[src/rtl/reg_index_seq.sv]
// reg_index_seq: index sequencer in front of the register-file read port.
// It accepts one vector command, then issues one read request per
// non-stalled cycle. Each operand index starts at its base and steps by its
// stride, wrapping modulo NUM_REGS. It flags the final element and pulses
// done one cycle after the final element.
module reg_index_seq #(
    parameter int NUM_REGS = 64,
    parameter int IDX_W    = 6,
    parameter int LEN_W    = 8
) (
    input  logic             clock,
    input  logic             reset,
    input  logic             I_Cmd_Valid,
    output logic             O_Cmd_Ready,
    input  logic [LEN_W-1:0] I_Length,
    input  logic             I_Src1_V,
    input  logic [IDX_W-1:0] I_Src1_Base,
    input  logic [IDX_W-1:0] I_Src1_Stride,
    input  logic             I_Src2_V,
    input  logic [IDX_W-1:0] I_Src2_Base,
    input  logic [IDX_W-1:0] I_Src2_Stride,
    input  logic             I_Dst_V,
    input  logic [IDX_W-1:0] I_Dst_Base,
    input  logic [IDX_W-1:0] I_Dst_Stride,
    input  logic             I_Stall,
    output logic             O_Req,
    output logic             O_Src1_V,
    output logic [IDX_W-1:0] O_Index_Src1,
    output logic             O_Src2_V,
    output logic [IDX_W-1:0] O_Index_Src2,
    output logic             O_Dst_V,
    output logic [IDX_W-1:0] O_Index_Dst,
    output logic             O_Last,
    output logic             O_Done
);

    // The mask wraps the index modulo the register-file depth. It is a
    // no-op when NUM_REGS == 2**IDX_W, but keeps the two parameters tied.
    localparam int unsigned IDX_MASK_I = NUM_REGS - 1;
    localparam logic [IDX_W-1:0] IDX_MASK = IDX_MASK_I[IDX_W-1:0];

    typedef enum logic {
        IDLE = 1'b0,
        RUN  = 1'b1
    } state_t;

    state_t state, state_next;

    logic [IDX_W-1:0] src1_idx, src1_stride;
    logic [IDX_W-1:0] src2_idx, src2_stride;
    logic [IDX_W-1:0] dst_idx, dst_stride;
    logic             src1_v, src2_v, dst_v;
    logic [LEN_W-1:0] count;
    logic             done_q;

    logic accept;
    logic advance;
    logic last_elem;

    assign accept    = (state == IDLE) && I_Cmd_Valid;
    assign advance   = (state == RUN) && !I_Stall;
    assign last_elem = advance && (count == LEN_W'(1));

    // State register.
    // NOTE: clocked state uses non-blocking (<=) so that every flop samples
    // the pre-edge values. Blocking here would create order-dependent races.
    always_ff @(posedge clock or posedge reset) begin
        if (reset) state <= IDLE;
        else       state <= state_next;
    end

    // Next-state logic. A zero-length command never leaves IDLE.
    // NOTE: state_next gets a default before the case so that no path leaves
    // it unassigned. Without that default, synthesis would infer a latch.
    always_comb begin
        state_next = state;
        unique case (state)
            IDLE: if (accept && (I_Length != '0)) state_next = RUN;
            RUN:  if (last_elem)                  state_next = IDLE;
            default: state_next = IDLE;
        endcase
    end

    // Command latch and per-element stepping. Stalled cycles hold everything.
    always_ff @(posedge clock or posedge reset) begin
        if (reset) begin
            src1_idx    <= '0;
            src1_stride <= '0;
            src1_v      <= 1'b0;
            src2_idx    <= '0;
            src2_stride <= '0;
            src2_v      <= 1'b0;
            dst_idx     <= '0;
            dst_stride  <= '0;
            dst_v       <= 1'b0;
            count       <= '0;
        end else if (accept) begin
            src1_idx    <= I_Src1_Base;
            src1_stride <= I_Src1_Stride;
            src1_v      <= I_Src1_V;
            src2_idx    <= I_Src2_Base;
            src2_stride <= I_Src2_Stride;
            src2_v      <= I_Src2_V;
            dst_idx     <= I_Dst_Base;
            dst_stride  <= I_Dst_Stride;
            dst_v       <= I_Dst_V;
            count       <= I_Length;
        end else if (advance) begin
            // Operands with V=0 still advance so all three stay in lockstep.
            src1_idx <= (src1_idx + src1_stride) & IDX_MASK;
            src2_idx <= (src2_idx + src2_stride) & IDX_MASK;
            dst_idx  <= (dst_idx + dst_stride) & IDX_MASK;
            count    <= count - LEN_W'(1);
        end
    end

    // Done pulse: one cycle after the final element, or one cycle after a
    // zero-length command is accepted.
    always_ff @(posedge clock or posedge reset) begin
        if (reset) done_q <= 1'b0;
        else       done_q <= last_elem || (accept && (I_Length == '0));
    end

    // Output decode. The request and its qualifiers follow the stall input
    // combinationally, so a stalled cycle shows no request at all.
    always_comb begin
        O_Cmd_Ready  = (state == IDLE);
        O_Req        = advance;
        O_Src1_V     = advance && src1_v;
        O_Src2_V     = advance && src2_v;
        O_Dst_V      = advance && dst_v;
        O_Last       = last_elem;
        O_Done       = done_q;
        O_Index_Src1 = src1_idx;
        O_Index_Src2 = src2_idx;
        O_Index_Dst  = dst_idx;
    end

endmodule
[config.mk]
export PLATFORM = sky130hd
export DESIGN_NAME = reg_index_seq
export DESIGN_NICKNAME = d
export VERILOG_FILES = /design/src/rtl/reg_index_seq.sv
export SDC_FILE = /design/constraint.sdc
export NUM_CORES = 1
export LEC_CHECK = 0
export CORE_ASPECT_RATIO = 1.2
export CORE_MARGIN = 3
export CORE_UTILIZATION = 43
export CTS_CLUSTER_DIAMETER = 60
export DETAILED_ROUTE_END_ITERATION = 10
export PLACE_DENSITY_LB_ADDON = 0.12
export SLEW_MARGIN = 20
export SYNTH_ARGS = -nofsm -noshare
export SYNTH_HDL_FRONTEND = slang
export SYNTH_SLANG_ARGS = --single-unit
[constraint.sdc]
create_clock -name clock -period 2.5 [get_ports clock]
set_input_delay 0.625 -clock clock [delete_from_list [all_inputs] [get_ports clock]]
set_output_delay 0.625 -clock clock [all_outputs]
set_load 0.1 [all_outputs]
After elaboration in Yosys (flattened, before gate mapping)
Index checks and enable logic that the tools add are counted.
W data, S select, Z words.
{"block": "word_totals", "register_bits": 49, "inputBits": 51, "out_inout_bits": 25, "elab_cells": 42}
{"block": "op_classes", "n_addsub": 4, "n_eq_ne": 1, "muxes": 11, "n_bitwise": 1, "n_reduce_logical": 13}
{"op": "$mux W6", "count": 6}
{"op": "$add A6 B6 Y6", "count": 3}
{"op": "$mux W8", "count": 2}
{"op": "$eq A8 B1 Y1 const B", "count": 1}
{"op": "$logic_and A1 B1 Y1", "count": 8}
{"op": "$logic_not A8 Y1", "count": 1}
{"op": "$reduce_bool A8 Y1", "count": 1}
{"op": "$sub A8 B1 Y8 const B", "count": 1}
{"op": "$mux W1", "count": 2}
{"op": "$pmux W1 S2", "count": 1}
{"op": "$reduce_bool A2 Y1", "count": 1}
{"op": "$logic_not A1 Y1", "count": 1}
{"op": "$logic_or A1 B1 Y1", "count": 1}
{"op": "$not A1 Y1", "count": 1}

Longest topological paths before layout
{"block": "depth", "ltp_word": 5, "depth_mapped": 7, "depth_no_buf": 7}

Worst setup path after synthesis
No wires, ideal clock.
{"block": "synth_path", "path_type": "input -> output", "from": "input port I_Stall", "to": "output port O_Dst_V", "arrival_ps": 2389, "slack_ps": -514, "path_stages": 5, "n_path_buf": 2, "path_cell_list": "buf_6 nand2b_1 inv_2 buf_2 and2_1"}
{"block": "synth_via", "elab_chain_len": 3}
{"element": "start: declaration", "line": "25", "text": "input logic I_Stall,"}
{"element": "$logic_not A1 Y1", "line": "61", "text": "assign advance = (state == RUN) && !I_Stall;"}
{"element": "$logic_and A1 B1 Y1", "line": "61"}
{"element": "net O_Req", "line": "26", "text": "output logic O_Req,"}
{"element": "$logic_and A1 B1 Y1", "line": "131", "text": "O_Dst_V = advance && dst_v;"}
{"element": "end: declaration", "line": "31", "text": "output logic O_Dst_V,"}
The timed path passes the listed nets, and every way through them passes these cells.

Final worst setup path
{"block": "layout_path", "from": "register count[3]", "to": "output port O_Last"}
{"block": "layout_via", "elab_chain_len": 2}
{"element": "start: declaration", "line": "53", "text": "logic [LEN_W-1:0] count;"}
{"element": "start signal: assignment", "line": "107", "text": "count <= I_Length;"}
{"element": "start signal: assignment", "line": "113", "text": "count <= count - LEN_W'(1);"}
{"element": "$eq A8 B1 Y1", "line": "62", "text": "assign last_elem = advance && (count == LEN_W'(1));"}
{"element": "$logic_and A1 B1 Y1", "line": "62"}
{"element": "end: declaration", "line": "33", "text": "output logic O_Last,"}
Every way passes these cells.

==> run metrics <==
flip-flop and latch count after synthesis=49; FP Rows=32; DR DRC count=0; Distinct cells, synth=46; Pint=~2.7 mW; final net count=464; CP peak stage delay=around 0.45 ns; largest net degree at the start of global routing=28; Final Hold Viols=0; post-route ant nets=0; clk_skew=roughly 0.0080 ns; Net Sw Frac=between 50% and 60%; setup slack, reg-to-reg=~0.64 ns; most common cell after layout, fill and taps aside=nand2_1; Worst EP required=about 1.9 ns; Seq. cell area=~1200 µm²; area grow syn2layout=34.68%; Worst Path Buf+Inv=2; asr flop ratio synth=100.0%; Register-to-Register Path Depth=5; Total Routing Usage GR=roughly a fifth; CP top delay family=simple AND/OR/NAND/NOR gates; final period utilization=93.19%; RePlAce Congestion=roughly 0.85; CP Class=flop to output port; Hold Path Class=flop to flop; Root Driver=clkbuf_8; ANT cells=0; number of synthesized flops with an enable pin=0; hold path depth=2; vias in the first global route=~2500; Max Cap Viol=0; Fmax achieved=between 0.4 and 0.5 GHz; footprint of the multi-input gates=around 1500 µm²; Reg clk slew, reported paths=around 0.090 ns; cell taking the most area after synthesis=dfrtp_1; leakage power=roughly 1.7 nW; Peak VDD IR=about 1200 µV; CTS tree=yes; crit path max fanout=7; TNS Setup=0 ns; die area=around 7700 µm²; predominant post-synthesis flop cell=dfrtp_1; Final Critical Period=2.330 ns; drt total wl=between 7000 and 8000 µm; Die X=80.65 µm; worst reg2reg endpoint=O_Index_Dst[5]$_DFFE_PP0P_; Area contributors post-synth=dfrtp_1 (43%), nand2_1 (9.4%), ha_1 (7.4%), o21ai_0 (2.8%), nor4_1 (2.2%); RSZ-0062 raised after global routing=false; Critical Path End Type=output port; Slew Limit Headroom=approximately 64%; die height=95.58 µm; Slew @ Worst Pin=~0.53 ns; WP depth=4; via density per instance=roughly 5.5; First DRT Iteration DRCs=around 120; Filler cells=565; R2R Path Start=O_Index_Dst[1]$_DFFE_PP0P_; yosys warns=0; Sink Count=between 40 and 50; most frequent cells in the layout=nand2_1 (72), dfrtp_1 (49), clkdlybuf4s50_1 (49), buf_4 (30), ha_1 (17); Power per Cell Area=approximately 1500 nW/µm²; Worst Path Arrival=~1.7 ns; Initial Util=between 40 and 50%; first-pass GRT wire length=~12000 µm; Routed WL per cell=around 15 µm; top-area cell type share of the netlist area=42.65%; core area=roughly 6400 µm²; Synth Area per Inst=approximately 9 µm²; Clock Tree Buf Depth=2; vias=2611; Flop pwr share=26.7%; Mapped Cells=312; post-DP HPWL=between 5000 and 6000 µm; WHS=slightly below 0.5 ns; Switch Pwr=about 3.0 mW; Worst setup SP type=flop; Post-Syn Area=~2900 µm²; status=finished, final reports clean; hold path endpoint=dst_v$_DFFE_PP0P_; initial antenna violation count=0; syn_nets=383; GR Overflow Total=0; share of cells above drive strength 1=~15%; PortBufs=75; Clk Latency, worst-skew pair=roughly 0.3 ns; Comb power frac=between 60% and 70%; worst-path cell chain=nor4_2, nand4b_1, clkinvlp_4, buf_12; Crit-path slowest cell=dfrtp_1; IO Pins=76; Clock power frac=around 8.5%; Slew Viols, Final=0; Num CTS Buffers=5; final setup vio count=0; H-tree depth=2; drt pass-1 iters=4; HP Start=dst_v$_DFFE_PP0P_; post-synthesis sequential area ratio=around 43%
[cell usage after synthesis (5+ instances only)]
library cell   n
nor3_1         5
nand2_1       72
ha_1          17
nor4_1        10
inv_1         15
o22ai_1        6
o21a_1         7
nand2b_1       8
nor2b_1        6
clkbuf_1       5
nor4b_1        6
a211oi_1       5
o21ai_0       16
dfrtp_1       49
nor2_1        16
[through the flow]
step / utilization [%] / setup slack, ns / std cells / power, mW / area [µm²]
2_1_floorplan: - / 0.08823 / 312 / 4.299 / 2889
3_3_place_gp: 58.58 / -0.1064 / 471 / 5.101 / 3776
3_5_place_dp: 58.58 / -0.1142 / 471 / 5.209 / 3776
4_1_cts: 59.98 / 0.07559 / 478 / 5.698 / 3866
5_1_grt: 60.07 / 0.1256 / 478 / 6.093 / 3872
6_report: 60.07 / 0.1702 / 478 / 5.692 / 3872
[sequential cells by signal, summed over array words and instances, names as in the netlist]
signal        flops
O_Done            1
O_Index_Dst       6
O_Index_Src1      6
O_Index_Src2      6
count             8
dst_stride        6
dst_v             1
src1_stride       6
src1_v            1
src2_stride       6
src2_v            1
state             1
[cells by family (layout without fill, tap and decap cells)]
kind of cell / after synthesis / after routing / share of synthesized area [%]
and+or+nand+nor: 141 / 141 / 24.24
AOI/OAI and AO/OA: 67 / 67 / 16.54
DFF: 49 / 49 / 42.65
buffers and inverters: 29 / 110 / 5.048
adders and majority gates: 20 / 20 / 9.486
muxes: 4 / 4 / 1.436
xor gates and xnor gates: 2 / 2 / 0.6093
[power groups by stage]
stage                     sequential [mW]  clock (mW)  combinational (mW)
final                                1.52       0.486                3.69
after global routing                 1.58       0.527                3.99
after CTS                            1.51       0.492                3.69
after detailed placement             1.52           0                3.69
after global placement               1.51           0                3.59
after floorplan                      2.51           0                1.79
[how the worst max path moves through the flow]
| stage | to | slack (ns) | from |
|---|---|---|---|
| 3_5_place_dp | O_Last | -0.11 | I_Stall |
| 4_1_cts | O_Last | 0.08 | count[3]$_DFFE_PP0P_ |
| 2_1_floorplan | O_Dst_V | 0.09 | I_Stall |
| 5_1_grt | O_Last | 0.13 | count[3]$_DFFE_PP0P_ |
| 6_report | O_Last | 0.17 | count[3]$_DFFE_PP0P_ |
| 3_3_place_gp | O_Last | -0.11 | I_Stall |
[cell type report]
type                    count  share of cell area, %
multi-input cells         234                  39.39
flip-flops and latches     49                  31.66
repair buffers             87                  22.33
well taps                  85                  2.746
inverters                  16                  1.648
clock buffers               7                  2.229
[worst reg2reg max path, delay by kind of cell, from the launching register on]
family | cells | cell delay (ns)
simple gates | 3 | 0.63
compound gates | 1 | 0.39
fa+ha+maj | 1 | 0.32
flops | 1 | 0.42
[what timing repair did]
| item | in CTS | in global routing |
|---|---|---|
| pin swaps | 0 | 0 |
| setup buffers | 0 | 0 |
| endpoints found under the setup margin | 1 | 1 |
| resized for setup | 2 | 1 |
| cloned | 0 | 0 |
| hold buffers | 0 | 0 |
[layer usage]
metal / GRT usage, % / vias up / part of all wire [%]
met4: 4.930 / 0 / 1.4
li1: - / 1267 / -
met5: 0 / - / 0
met1: 24.80 / 1271 / 44
met3: 3.497 / 9 / 4.9
met2: 33.98 / 64 / 49
No activity file was read; power rests on OpenSTA's default activity.
